==> src/rtl/spirose_pkg.sv <==
// Shared types and constants for the column RAM write path.
package spirose_pkg;

    typedef logic [23:0] pixel_t;

    localparam int COL_RAM_DEPTH = 128;
    localparam int COL_RAM_AW    = 7;
    localparam int MUX_COLS      = 8;

    typedef enum logic [1:0] {
        IDLE  = 2'd0,
        WRITE = 2'd1,
        FULL  = 2'd2
    } writer_state_t;

endpackage

==> src/rtl/sat_counter.sv <==
// Saturating event counter: counts inc pulses and sticks at all-ones.
module sat_counter #(
    parameter int WIDTH = 8
) (
    input  logic             clk,
    input  logic             rst,
    input  logic             inc,
    output logic [WIDTH-1:0] value
);

    logic [WIDTH-1:0] value_q;
    logic [WIDTH-1:0] value_d;

    // Next count, holding once saturated.
    always_comb begin
        value_d = value_q;
        if (inc && (value_q != {WIDTH{1'b1}})) begin
            value_d = value_q + {{(WIDTH-1){1'b0}}, 1'b1};
        end else begin
            value_d = value_q;
        end
    end

    // Count register.
    always_ff @(posedge clk or posedge rst) begin
        if (rst) begin
            value_q <= {WIDTH{1'b0}};
        end else begin
            value_q <= value_d;
        end
    end

    assign value = value_q;

endmodule

==> src/rtl/column_ram_writer.sv <==
// Writes 128-pixel slices into one half of a ping-pong column RAM and hands
// the finished half to the reader on its end-of-read pulse.
module column_ram_writer
    import spirose_pkg::*;
#(
    parameter int PIXELS = COL_RAM_DEPTH,
    parameter int ERR_W  = 8,
    localparam int AW    = $clog2(PIXELS)
) (
    input  logic             clk,
    input  logic             rst,
    input  logic             clk_enable,
    input  pixel_t           px_data,
    input  logic             px_valid,
    input  logic             px_sof,
    input  logic             EOR,
    output logic             ram_we,
    output logic [AW:0]      ram_waddr,
    output pixel_t           ram_wdata,
    output logic             rd_bank,
    output logic             SOF,
    output logic [ERR_W-1:0] underrun_cnt,
    output logic [ERR_W-1:0] overflow_cnt
);

    localparam logic [AW-1:0] LAST_IDX = AW'(PIXELS - 1);

    writer_state_t state_q, state_d;
    logic [AW-1:0] idx_q, idx_d;
    logic          wr_bank_q, wr_bank_d;
    logic          ram_we_q, ram_we_d;
    logic [AW:0]   ram_waddr_q, ram_waddr_d;
    pixel_t        ram_wdata_q, ram_wdata_d;
    logic          sof_q, sof_d;
    logic          sof_pix_s;
    logic          ovf_inc_s;
    logic          und_inc_s;

    assign sof_pix_s = px_valid & px_sof;

    // Slice FSM: write sequencing, bank swap and error detection.
    always_comb begin
        state_d     = state_q;
        idx_d       = idx_q;
        wr_bank_d   = wr_bank_q;
        ram_we_d    = 1'b0;
        ram_waddr_d = ram_waddr_q;
        ram_wdata_d = ram_wdata_q;
        sof_d       = 1'b0;
        ovf_inc_s   = 1'b0;
        und_inc_s   = 1'b0;
        case (state_q)
            IDLE: begin
                und_inc_s = EOR;
                if (sof_pix_s) begin
                    ram_we_d    = 1'b1;
                    ram_waddr_d = {wr_bank_q, {AW{1'b0}}};
                    ram_wdata_d = px_data;
                    idx_d       = AW'(1);
                    state_d     = WRITE;
                end else begin
                    idx_d = idx_q;
                end
            end
            WRITE: begin
                und_inc_s = EOR;
                if (sof_pix_s) begin
                    // A new slice header mid-slice restarts the bank from 0.
                    ram_we_d    = 1'b1;
                    ram_waddr_d = {wr_bank_q, {AW{1'b0}}};
                    ram_wdata_d = px_data;
                    idx_d       = AW'(1);
                    ovf_inc_s   = 1'b1;
                end else if (px_valid) begin
                    ram_we_d    = 1'b1;
                    ram_waddr_d = {wr_bank_q, idx_q};
                    ram_wdata_d = px_data;
                    if (idx_q == LAST_IDX) begin
                        idx_d   = {AW{1'b0}};
                        state_d = FULL;
                    end else begin
                        idx_d = idx_q + AW'(1);
                    end
                end else begin
                    idx_d = idx_q;
                end
            end
            FULL: begin
                ovf_inc_s = sof_pix_s;
                if (EOR) begin
                    wr_bank_d = ~wr_bank_q;
                    sof_d     = 1'b1;
                    state_d   = IDLE;
                end else begin
                    state_d = FULL;
                end
            end
            default: begin
                state_d = IDLE;
                idx_d   = {AW{1'b0}};
            end
        endcase
    end

    // State and registered RAM-port outputs; everything holds while disabled.
    always_ff @(posedge clk or posedge rst) begin
        if (rst) begin
            state_q     <= IDLE;
            idx_q       <= {AW{1'b0}};
            wr_bank_q   <= 1'b0;
            ram_we_q    <= 1'b0;
            ram_waddr_q <= {(AW+1){1'b0}};
            ram_wdata_q <= 24'h000000;
            sof_q       <= 1'b0;
        end else if (clk_enable) begin
            state_q     <= state_d;
            idx_q       <= idx_d;
            wr_bank_q   <= wr_bank_d;
            ram_we_q    <= ram_we_d;
            ram_waddr_q <= ram_waddr_d;
            ram_wdata_q <= ram_wdata_d;
            sof_q       <= sof_d;
        end
    end

    sat_counter #(.WIDTH(ERR_W)) u_underrun (
        .clk   (clk),
        .rst   (rst),
        .inc   (clk_enable & und_inc_s),
        .value (underrun_cnt)
    );

    sat_counter #(.WIDTH(ERR_W)) u_overflow (
        .clk   (clk),
        .rst   (rst),
        .inc   (clk_enable & ovf_inc_s),
        .value (overflow_cnt)
    );

    // Strobes are masked while disabled so a held register never re-fires.
    assign ram_we    = ram_we_q & clk_enable;
    assign SOF       = sof_q & clk_enable;
    assign ram_waddr = ram_waddr_q;
    assign ram_wdata = ram_wdata_q;
    assign rd_bank   = ~wr_bank_q;

endmodule

==> config.mk <==
export PLATFORM = sky130hd
export DESIGN_NAME = column_ram_writer
export DESIGN_NICKNAME = d
export VERILOG_FILES = /design/src/rtl/spirose_pkg.sv /design/src/rtl/sat_counter.sv /design/src/rtl/column_ram_writer.sv
export SDC_FILE = /design/constraint.sdc
export NUM_CORES = 1
export LEC_CHECK = 0
export ABC_AREA = 1
export BUFFER_PORTS_ARGS = -buffer_cell sky130_fd_sc_hd__buf_2
export CORE_UTILIZATION = 56
export DETAILED_ROUTE_END_ITERATION = 12
export PLACE_DENSITY = 0.82
export SYNTH_ARGS = -nofsm -noshare
export SYNTH_HDL_FRONTEND = slang
export SYNTH_SLANG_ARGS = --single-unit
==> constraint.sdc <==
create_clock -name clk -period 4.5 [get_ports clk]
set_input_delay 0.675 -clock clk [delete_from_list [all_inputs] [get_ports clk]]
set_output_delay 0.675 -clock clk [all_outputs]
set_load 0.03 [all_outputs]
Word-level counts from Yosys, hierarchy flattened

Cells that the tools add are included.

Add/sub/neg operators: 3
$mul: 0
Divide/modulo/power cells: 0
Order comparisons: 0
Eq/ne operators: 10
Shift-type cells: 0
Multiplexer cells: 27
Bitwise logic cells: 7
Reductions and logical operators: 9

Operators with widths:

| operator            | number |
|---|---|
| $mux 24             | 3 |
| $pmux 24 s2         | 1 |
| $mux 7              | 4 |
| $mux 8              | 3 |
| $pmux 7 s3          | 1 |
| $add 8x1->8 const B | 2 |
| $ne 8x8->1 const B  | 2 |
| $pmux 8 s2          | 1 |
| $mux 2              | 5 |
| $ne 2x2->1 const B  | 4 |
| $reduce_and 4->1    | 2 |
| $add 7x1->7 const B | 1 |
| $eq 7x7->1 const B  | 1 |
| $mux 1              | 6 |
| $pmux 2 s3          | 1 |
| $and 1x1->1         | 5 |
| $reduce_and 5->1    | 1 |
| $pmux 1 s2          | 2 |
| $ne 3x3->1 const B  | 1 |
| $reduce_and 3->1    | 1 |
| $eq 2x1->1 const B  | 1 |
| $eq 2x2->1 const B  | 1 |
| $logic_and 1x1->1   | 2 |
| $logic_not 2->1     | 1 |
| other kinds (3)     | 4 |

Bits in registers: 60
Bits in latches: 0
Memory bits (writable): 0
ROM bits: 0
Input port bits: 30
Output and inout port bits: 51
Logic and storage cells: 65
Memories kept: 0

Longest topological paths before layout

Gate-level depths: netlist of run 1.

Word-level depth: 5
Gate-level depth with buffers: 10
Gate-level depth less buffers: 10

Modules after synthesis

Synthesis of run 1 repeated with hierarchy kept, for this count alone.

Cells, all modules: 373
Area total of the unflattened synthesis: 3,029.2 sq um

By module, submodules not included:

| module            | times used | cells each | area each (sq um) | sequential area each (sq um) |
|---|---|---|---|---|
| column_ram_writer | 1          | 247        | 2,083.2           | 1,101.1 |
| sat_counter       | 2          | 63         | 473.0             | 200.2 |

Worst setup path after synthesis of run 1

No wires, ideal clock.

Path kind: input to output
From: in clk_enable
To: out SOF
Arrival time: 1.039 ns
Data required time: 3.825 ns
Setup slack: 2.786 ns
Stages on the path: 3
Buffers on the path: 1
Path through: buf_4 nand2_1 inv_1

Word-level cells in the longest chain between the ends: 1

Ends and longest elaborated chain:

| item            | RTL line                 | text |
|---|---|---|
| start, declared | column_ram_writer.sv:12  | `input logic clk_enable,` |
| $and 1x1->1     | column_ram_writer.sv:142 | `assign SOF = sof_q & clk_enable;` |
| end, declared   | column_ram_writer.sv:21  | `output logic SOF,` |

Every way passes these cells.

Worst setup path after layout of run 1

From: reg state_q[1]
To: reg ram_wdata_q[9], in the netlist ram_wdata[9]

Word-level cells in the longest chain between the ends: 3
Elaborated cells on any way between the ends: 7

Ends and longest elaborated chain:

| item                                                 | RTL line                 | text |
|---|---|---|
| start, declared                                      | column_ram_writer.sv:28  | `writer_state_t state_q, state_d;` |
| start signal, assigned                               | column_ram_writer.sv:116 | `state_q <= state_d;` |
| $eq 2x1->1 / $logic_not 2->1 (equally long branches) | column_ram_writer.sv:52  | `case (state_q)` |
| $ne 3x3->1 (no line), or another cell as far along   | n/a                      |  |
| $reduce_and 4->1 (no line)                           | n/a                      |  |
| end signal, assigned                                 | column_ram_writer.sv:121 | `ram_wdata_q <= ram_wdata_d;` |
| end, declared                                        | column_ram_writer.sv:33  | `pixel_t ram_wdata_q, ram_wdata_d;` |

Parallel ways exist; a longest one is shown, timed or not.
A chain may end at the register's enable or synchronous reset.

==> flow_summary.yaml, run 1 <==
detailed_routing:
  firstDrtPassIters: 4
  drtIter0Drc: 96
  routed_wl_um: 6471
  remaining_drc_errors: 0
  wire_per_inst_um: 12.16
  ant_nets: 0
  avgViaCountPerCell: 4.976
  via_count: 2647
sta:
  setup_tns_ns: 0
  worst_pin_slew_ns: 0.7383
  period_needed_ns: 1.995
  finalClockSkew_ns: 0.008292
  setup_viol: 0
  period_share_pct: 44.33
  slew_viol_final: 0
  finalHoldViolations: 0
  relSlewSlack_pct: 50.78
  fmax_ghz: 0.5013
  hold_slack_ns: 0.4768
  rsz0062_at_grt: "no"
cts:
  cts_hold_buf: 0
  numCtsBuffers: 9
  htree_levels: 3
  cts_tree: "done"
  cts_setup_buffers: 0
  root_buffer: "clkbuf_8"
  cts.sinks: 60
  clk_latency_ns: 0.34
  cts-resized-gates: 0
  path_clk_slew_ns: 0.08
  cts.path.max_buffers: 2
finish:
  mostFrequentLayoutCells: "nand2_1 (176), buf_2 (80), dfrtp_1 (60)"
  antennaDiodeCount: 0
  nets: 496
  drive_above_1_share_pct: 23.87
  stdcell_area_um2: 3616
  fin_cells: 532
  n_fill_cell: 392
  area_delta_synth_final_pct: 23.29
  final_common_cell: "nand2_1"
global_route:
  grt_pass1_wl_um: 10600
  grt_remaining_overflow: 0
  grt_pass1_vias: 2490
  grt_use_total_pct: 25.46
  top_usage_layer: "met2"
  gr-usage-met1_pct: 31.10
  use_met3_pct: 4.336
  grt_max_degree: 61
  grt_use_met2_pct: 43.14
  antenna_found_initial: 0
place:
  placed_cell_area_um2: 3368
  placed_cells: 516
  hpwl_um: 4525
  gp_congestion: 0.8772
  port-buffer-count: 80
critical_path:
  path_buf_inv: 2
  crit_path_end_kind: "register"
  cp-start-kind: "register"
  crit_family: "simple AND/OR/NAND/NOR gates"
  path_cells: "inv_1 -> ha_1 -> nor2_1 -> nor2_4 -> nand2_4 -> inv_4 -> nand2_1 -> nand2_1"
  arrival_ns: 2.28
  cpMaxStageDelayCell: "dfrtp_1"
  critPathKind: "register to register"
  crit_fanout: 36
  critPathMostFrequentCell: "nand2_1"
  max_stage_delay_ns: 0.41
  crit_required_ns: 4.78
floorplanning:
  dieWidth_um: 74.37
  io_pins: 81
  num_rows: 25
  dieArea_um2: 5531
  start_util_pct: 60.10
  core-area_um2: 4880
  die_y_um: 74.37
pwr:
  p_sw_share_pct: 43.98
  p_comb_share_pct: 41.0
  leakagePower_nw: 2.096
  power_frac_seq_pct: 34.5
  p_switching_mw: 1.081
  powerDensity_nw_per_um2: 679.8
  p_int_mw: 1.377
  ir_worst_vdd_uv: 287.2
  clockPowerShare_pct: 24.6
synthesis:
  synth_cell_types: 27
  ys_seq_area_share_pct: 51.19
  synth_edf_count: 0
  synth_cells: 375
  ys.flop_type: "dfrtp_1"
  syn_nets: 411
  synth_area_um2: 2933
  yosysWarnings: 0
  avgSynthCellArea_um2: 7.821
  synth-seq-cells: 60
  async_flop_share_pct: 100.0
min_path:
  hp-class: "register to register"
flow_run:
  drv_cap: 0
run_status:
  status: "complete, no violations"
-- cells in the mapped netlist, types with 4 or more instances --
| cell type | count | area share [%] |
|---|---|---|
| nand3_1 | 21 | 3.6 |
| nand2_2 | 4 | 0.85 |
| nand4_1 | 6 | 1.3 |
| dfrtp_1 | 60 | 51 |
| nand3b_1 | 4 | 1.0 |
| nand2_1 | 176 | 23 |
| nor2_1 | 18 | 2.3 |
| o21ai_1 | 6 | 1.0 |
| ha_1 | 6 | 2.6 |
| inv_1 | 36 | 4.6 |
| xor2_1 | 5 | 1.5 |
| o21ai_0 | 9 | 1.5 |
-- cell families after synthesis --
| family | Yosys count | synth area share, % |
|---|---|---|
| AOI/OAI and AO/OA | 17 | 3.114 |
| xor gates and xnor gates | 8 | 2.389 |
| adders and majority gates | 6 | 2.560 |
| buffers and inverters | 47 | 7.125 |
| DFF | 60 | 51.19 |
| and+or+nand+nor | 237 | 33.62 |
-- worst paths after layout --
path	start	cells after the start	slack [ns]	endpoint
setup / recovery	state_q[1]	8	2.51	ram_wdata[9]
hold / removal	ram_wdata[22]	2	0.48	ram_wdata[22]
setup reg to reg	state_q[1]	8	2.51	ram_wdata[9]
hold reg to reg	ram_wdata[22]	2	0.48	ram_wdata[22]
max in group asynchronous	rst	3	3.47	state_q[1]
min in group asynchronous	rst	3	0.54	ram_wdata[0]
-- state kept, by name, indices dropped and copies added (netlist names) --
| name | count |
|---|---|
| u_underrun.value | 8 |
| ram_wdata | 24 |
| sof_q | 1 |
| u_overflow.value | 8 |
| ram_we_q | 1 |
| state_q | 2 |
| idx_q | 7 |
| wr_bank_q | 1 |
| ram_waddr | 8 |
-- through the flow --
step	utilization [%]	setup slack, ns	total power, mW
floorplan	-	2.340	1.601
global placement	69.03	2.597	1.824
detailed placement	69.03	2.548	1.860
CTS	74.10	2.507	2.474
global route	74.10	2.319	2.621
finish	74.10	2.505	2.458
-- cell type report --
cell class / instances / area, um2 / area share, %
Clock buffer: 9 / 123.9 / 3.426
Clock inverter: 7 / 123.9 / 3.426
Inverter: 40 / 152.6 / 4.221
Multi-Input combinational cell: 268 / 1222 / 33.81
Sequential cell: 60 / 1501 / 41.52
Tap cell: 67 / 83.83 / 2.318
Timing Repair Buffer: 81 / 407.9 / 11.28
-- power groups by stage --
stage | logic, mW | clock network, mW | registers, mW
2_1_floorplan | 0.473 | 0 | 1.13
3_3_place_gp | 0.976 | 0 | 0.848
3_5_place_dp | 1.01 | 0 | 0.853
4_1_cts | 1.01 | 0.614 | 0.846
5_1_grt | 1.12 | 0.633 | 0.868
6_report | 1.01 | 0.605 | 0.847
-- routing by layer --
| metal | wire [um] | part of all wire (%) |
|---|---|---|
| met2 | 3190 | 49 |
| met3 | 309 | 4.8 |
| met4 | 142 | 2.2 |
| met5 | 0 | 0 |
| met1 | 2828 | 44 |
-- worst min-delay path, cell delays in order (launching register included) --
cell and delay, ns:
dfrtp_1 0.34, nand2_1 0.06, nand2_1 0.05
No activity file was read; power rests on OpenSTA's default activity.
==> inputs of run 2 (changes only) <==
--- a/config.mk
+++ b/config.mk
@@ -7,9 +7,9 @@
 export LEC_CHECK = 0
 export ABC_AREA = 1
 export BUFFER_PORTS_ARGS = -buffer_cell sky130_fd_sc_hd__buf_2
-export CORE_UTILIZATION = 56
+export CORE_UTILIZATION = 52
 export DETAILED_ROUTE_END_ITERATION = 12
-export PLACE_DENSITY = 0.82
+export PLACE_DENSITY = 0.76
 export SYNTH_ARGS = -nofsm -noshare
 export SYNTH_HDL_FRONTEND = slang
 export SYNTH_SLANG_ARGS = --single-unit
==> constraint.sdc (replaced) <==
create_clock -name clk -period 2 [get_ports clk]
set_input_delay 0.3 -clock clk [delete_from_list [all_inputs] [get_ports clk]]
set_output_delay 0.3 -clock clk [all_outputs]
set_load 0.03 [all_outputs]
==> run 2 against run 1 <==
First-iteration DRC count decreased by 3.1%. Sequential power increased by 120%. Largest power group unchanged. Critical path type unchanged. Cell count increased by 1.1%. Critical endpoint is now ram_wdata[18]. Worst hold slack got worse by 0.45 ns. Fmax increased by 16%. Routed wire length decreased by 1.2%. Clock power increased by 110%. Via count decreased by 2.3%. Flip-flop and latch count unchanged.
==> flow_summary.yaml, run 2 (synthesis results as in run 1) <==
finish:
  final_common_cell: "nand2_1"
  area_delta_synth_final_pct: 24.23
  register_area_um2: 1501
  fin_cells: 538
  drive_above_1_share_pct: 24.15
  nets: 499
  multi_input_area_um2: 1222
  n_fill_cell: 437
  antennaDiodeCount: 0
  largest_register_ffs: 24
  mostFrequentLayoutCells: "nand2_1 (176), buf_2 (80), dfrtp_1 (60)"
sta:
  rsz0062_at_grt: "no"
  slew_viol_final: 0
  setup_viol: 0
  finalHoldViolations: 0
  worst_pin_slew_ns: 0.6070
  relSlewSlack_pct: 59.47
  setup_tns_ns: 0
  finalClockSkew_ns: 0.007310
  period_needed_ns: 1.725
  fmax_ghz: 0.5798
  period_share_pct: 86.24
flow_run:
  drv_cap: 0
global_route:
  grt_remaining_overflow: 0
  grt_pass1_vias: 2502
  antenna_found_initial: 0
  grt_max_degree: 33
  grt_pass1_wl_um: 10980
  grt_use_total_pct: 23.66
cts:
  path_clk_slew_ns: 0.07
  cts.sinks: 60
  root_buffer: "clkbuf_8"
  cts.path.max_buffers: 2
  cts_tree: "done"
  cts_hold_buf: 0
  htree_levels: 3
  cts_setup_buffers: 0
  cts-resized-gates: 0
  numCtsBuffers: 9
  clk_latency_ns: 0.34
critical_path:
  crit_required_ns: 2.22
  critPathKind: "register to register"
  cpMaxStageDelayCell: "dfrtp_1"
  rr_startpoint: "state_q[0]"
  max_stage_delay_ns: 0.38
  crit_fanout: 24
  arrival_ns: 1.94
  crit_path_end_kind: "register"
  crit_start: "state_q[0]"
  cp-start-kind: "register"
  path_cells: "inv_1 -> ha_1 -> nor2_1 -> nor2_4 -> nand2_4 -> inv_4 -> nand2_1 -> nand2_1"
  critPathMostFrequentCell: "nand2_1"
pwr:
  ir_worst_vdd_uv: 790.4
  powerDensity_nw_per_um2: 1505
  leakagePower_nw: 2.111
place:
  placed_cells: 522
  gp_congestion: 0.8333
  hpwl_um: 4602
  port-buffer-count: 80
detailed_routing:
  firstDrtPassIters: 4
  avgViaCountPerCell: 4.805
  remaining_drc_errors: 0
  ant_nets: 0
  wire_per_inst_um: 11.88
  via_count: 2585
  drtIter0Drc: 93
  routed_wl_um: 6391
floorplanning:
  dieWidth_um: 77.10
  core-area_um2: 5270
  start_util_pct: 55.65
  io_pins: 81
  num_rows: 26
  die_y_um: 77.10
  dieArea_um2: 5944
run_status:
  status: "complete, no violations"
min_path:
  hp-class: "input port to asynchronous set/reset pin"
-- run 2: final timing paths --
check / end / slack [ns] / cells after the start
min in group clk: ram_wdata[2] / 0.15 / 3
min reg2reg: ram_wdata[22] / 0.47 / 2
max reg2reg: ram_wdata[18] / 0.28 / 8
max: ram_wdata[18] / 0.28 / 8
min: ram_wdata[7] / 0.03 / 2
max in group asynchronous: state_q[0] / 1.39 / 3
-- run 2: worst max-delay path, delay by kind of cell (launching register included) --
family	cells	cell delay [ns]
simple gates	5	0.71
flops	1	0.38
fa+ha+maj	1	0.27
buf+inv	2	0.26
-- run 2: power by group --
group,switching [mW],internal [mW]
logic,1.64,0.686
clock network,0.466,0.804
registers,0.277,1.61
-- run 2: area by class of cell --
type                       count  share of cell area (%)
clock buffer                  13                   4.636
sequential                    60                   41.21
tap                           70                   2.404
timing repair buffer          84                   12.16
multi-input combinational    268                   33.55
inverter                      40                   4.190
clock inverter                 3                   1.854
-- run 2: stage by stage --
stage                     area [um2]  worst slack (ns)  util, %  hold slack (ns)  power [mW]
after CTS                       3643            0.2786    69.14          0.04271       5.520
after floorplan                 2933            0.2153        -           0.4096       3.602
after global routing            3643            0.1357    69.14          0.08610       5.859
after detailed placement        3407            0.3109    64.65           0.4064       4.231
final                           3643            0.2753    69.14          0.02980       5.485
after global placement          3407            0.3614    64.65           0.4159       4.159
-- run 2: layer usage --
metal | share of wire (%) | track usage [%]
met3 | 3.7 | 4.643
met5 | 0 | 0
met4 | 1.8 | 10.75
met1 | 46 | 29.52
met2 | 49 | 39.64
==> inputs of run 3 (changes only) <==
--- a/config.mk
+++ b/config.mk
@@ -6,7 +6,7 @@
 export NUM_CORES = 1
 export LEC_CHECK = 0
 export ABC_AREA = 1
-export BUFFER_PORTS_ARGS = -buffer_cell sky130_fd_sc_hd__buf_2
+export BUFFER_PORTS_ARGS = -buffer_cell sky130_fd_sc_hd__clkbuf_2
 export CORE_UTILIZATION = 52
 export DETAILED_ROUTE_END_ITERATION = 12
 export PLACE_DENSITY = 0.76
==> run 3 against run 2 <==
Sequential power is essentially flat. Worst hold slack better by 0.13 ns. Non-clock buffer count is 1 higher. Critical path depth did not move. Flip-flop and latch count did not move. Power shrank 2.7%. Critical endpoint is now ram_wdata[7]. Global-route usage barely moved. First-iteration DRC count grew 5.4%. Routed wire length up 0.23%.
==> flow_summary.yaml, run 3 (synthesis results as in run 1) <==
run_status:
  status: "complete, no violations"
pwr:
  total_power_mw: 5.335
  ir_worst_vdd_uv: 793.3
  powerDensity_nw_per_um2: 1469
  leakagePower_nw: 2.093
finish:
  antennaDiodeCount: 0
  mostFrequentLayoutCells: "nand2_1 (176), clkbuf_2 (80), dfrtp_1 (60)"
  final_common_cell: "nand2_1"
  drive_above_1_share_pct: 24.09
  area_delta_synth_final_pct: 23.85
  nets: 500
  largest_register_ffs: 24
  fin_cells: 539
place:
  port-buffer-count: 80
  dp_slack_ns: 0.3869
  hpwl_um: 4604
  placed_cells: 522
  gp_congestion: 0.8239
critical_path:
  path_cells: "inv_1 -> ha_1 -> nor2_1 -> nor2_4 -> nand2_4 -> inv_4 -> nand2_1 -> nand2_1"
  arrival_ns: 1.82
  cp-start-kind: "register"
  critPathKind: "register to register"
  crit_path_end_kind: "register"
  crit_fanout: 24
  cpMaxStageDelayCell: "dfrtp_1"
  crit_required_ns: 2.22
  max_stage_delay_ns: 0.37
  reg2reg_depth: 8
  critPathMostFrequentCell: "nand2_1"
detailed_routing:
  drtIter0Drc: 98
  highest_layer: "met4"
  avgViaCountPerCell: 4.835
  firstDrtPassIters: 4
  routed_wl_um: 6406
  wire_per_inst_um: 11.88
  met3_length_um: 352
  remaining_drc_errors: 0
  wl_met2_um: 3118
  ant_nets: 0
  via_count: 2606
  met1_length_um: 2816
flow_run:
  drv_cap: 0
sta:
  rsz0062_at_grt: "no"
  period_share_pct: 80.13
  setup_tns_ns: 0
  period_needed_ns: 1.603
  slew_viol_final: 0
  finalHoldViolations: 0
  fmax_ghz: 0.6240
  worst_pin_slew_ns: 0.4913
  fin_ws_ns: 0.3974
  relSlewSlack_pct: 67.20
  setup_viol: 0
  finalClockSkew_ns: 0.006639
  hold_slack_ns: 0.1567
cts:
  path_clk_slew_ns: 0.07
  cts.path.max_buffers: 2
  root_buffer: "clkbuf_8"
  cts_tree: "done"
  clk_latency_ns: 0.34
  cts_hold_buf: 1
  numCtsBuffers: 9
  cts.sinks: 60
  cts-resized-gates: 0
  cts_setup_buffers: 0
  htree_levels: 3
floorplanning:
  core-area_um2: 5270
  num_rows: 26
  die_y_um: 77.10
  io_pins: 81
  dieWidth_um: 77.10
  start_util_pct: 55.65
  dieArea_um2: 5944
global_route:
  antenna_found_initial: 0
  grt_use_total_pct: 23.65
  grt_pass1_vias: 2488
  grt_remaining_overflow: 0
  grt_pass1_wl_um: 10940
  grt_max_degree: 30
min_path:
  hold_depth: 3
  hp-class: "input port to register"
-- run 3: critical path: cells and delay by family, from the launching register on --
family | cells | cell delay (ns)
adder cells (fa/ha/maj) | 1 | 0.26
buffers and inverters | 2 | 0.23
flip-flops | 1 | 0.37
AND/OR/NAND/NOR | 5 | 0.64
-- run 3: routing by layer --
| metal | vias to the layer above | track usage [%] |
|---|---|---|
| met5 | - | 0 |
| met4 | 0 | 10.38 |
| met3 | 12 | 5.238 |
| met2 | 75 | 40.00 |
| met1 | 1183 | 28.97 |
| li1 | 1336 | - |
-- run 3: path summary, 6_finish.rpt --
| path | from | endpoint | slack (ns) |
|---|---|---|---|
| min in group asynchronous | rst | ram_wdata[5] | 0.53 |
| hold reg to reg | ram_wdata[2] | ram_wdata[2] | 0.48 |
| max in group asynchronous | rst | ram_waddr[5] | 0.94 |
| setup / recovery | state_q[0] | ram_wdata[7] | 0.40 |
| setup reg to reg | state_q[0] | ram_wdata[7] | 0.40 |
| hold / removal | px_data[8] | ram_wdata[8] | 0.16 |
-- run 3: power by group --
part	leakage, nW	switching, mW	internal [mW]	total [mW]
sequential	0.779	0.295	1.61	1.91
combinational	1.21	1.63	0.691	2.32
clock	0.102	0.465	0.639	1.10
-- run 3: final cells by class --
cell class              count  area (um2)
fillers                   457        1638
well taps                  70       87.58
multi-input cells         268        1222
flip-flops and latches     60        1501
inverters                  40       152.6
clock inverters             4       47.55
repair buffers             85       465.4
clock buffers              12       155.1
-- run 3: per-stage QoR --
stage                     utilization, %  cell area (um2)
after floorplan                        -             2933
after global placement             64.89             3420
after detailed placement           64.89             3420
after CTS                          68.92             3632
after global routing               68.92             3632
final                              68.92             3632
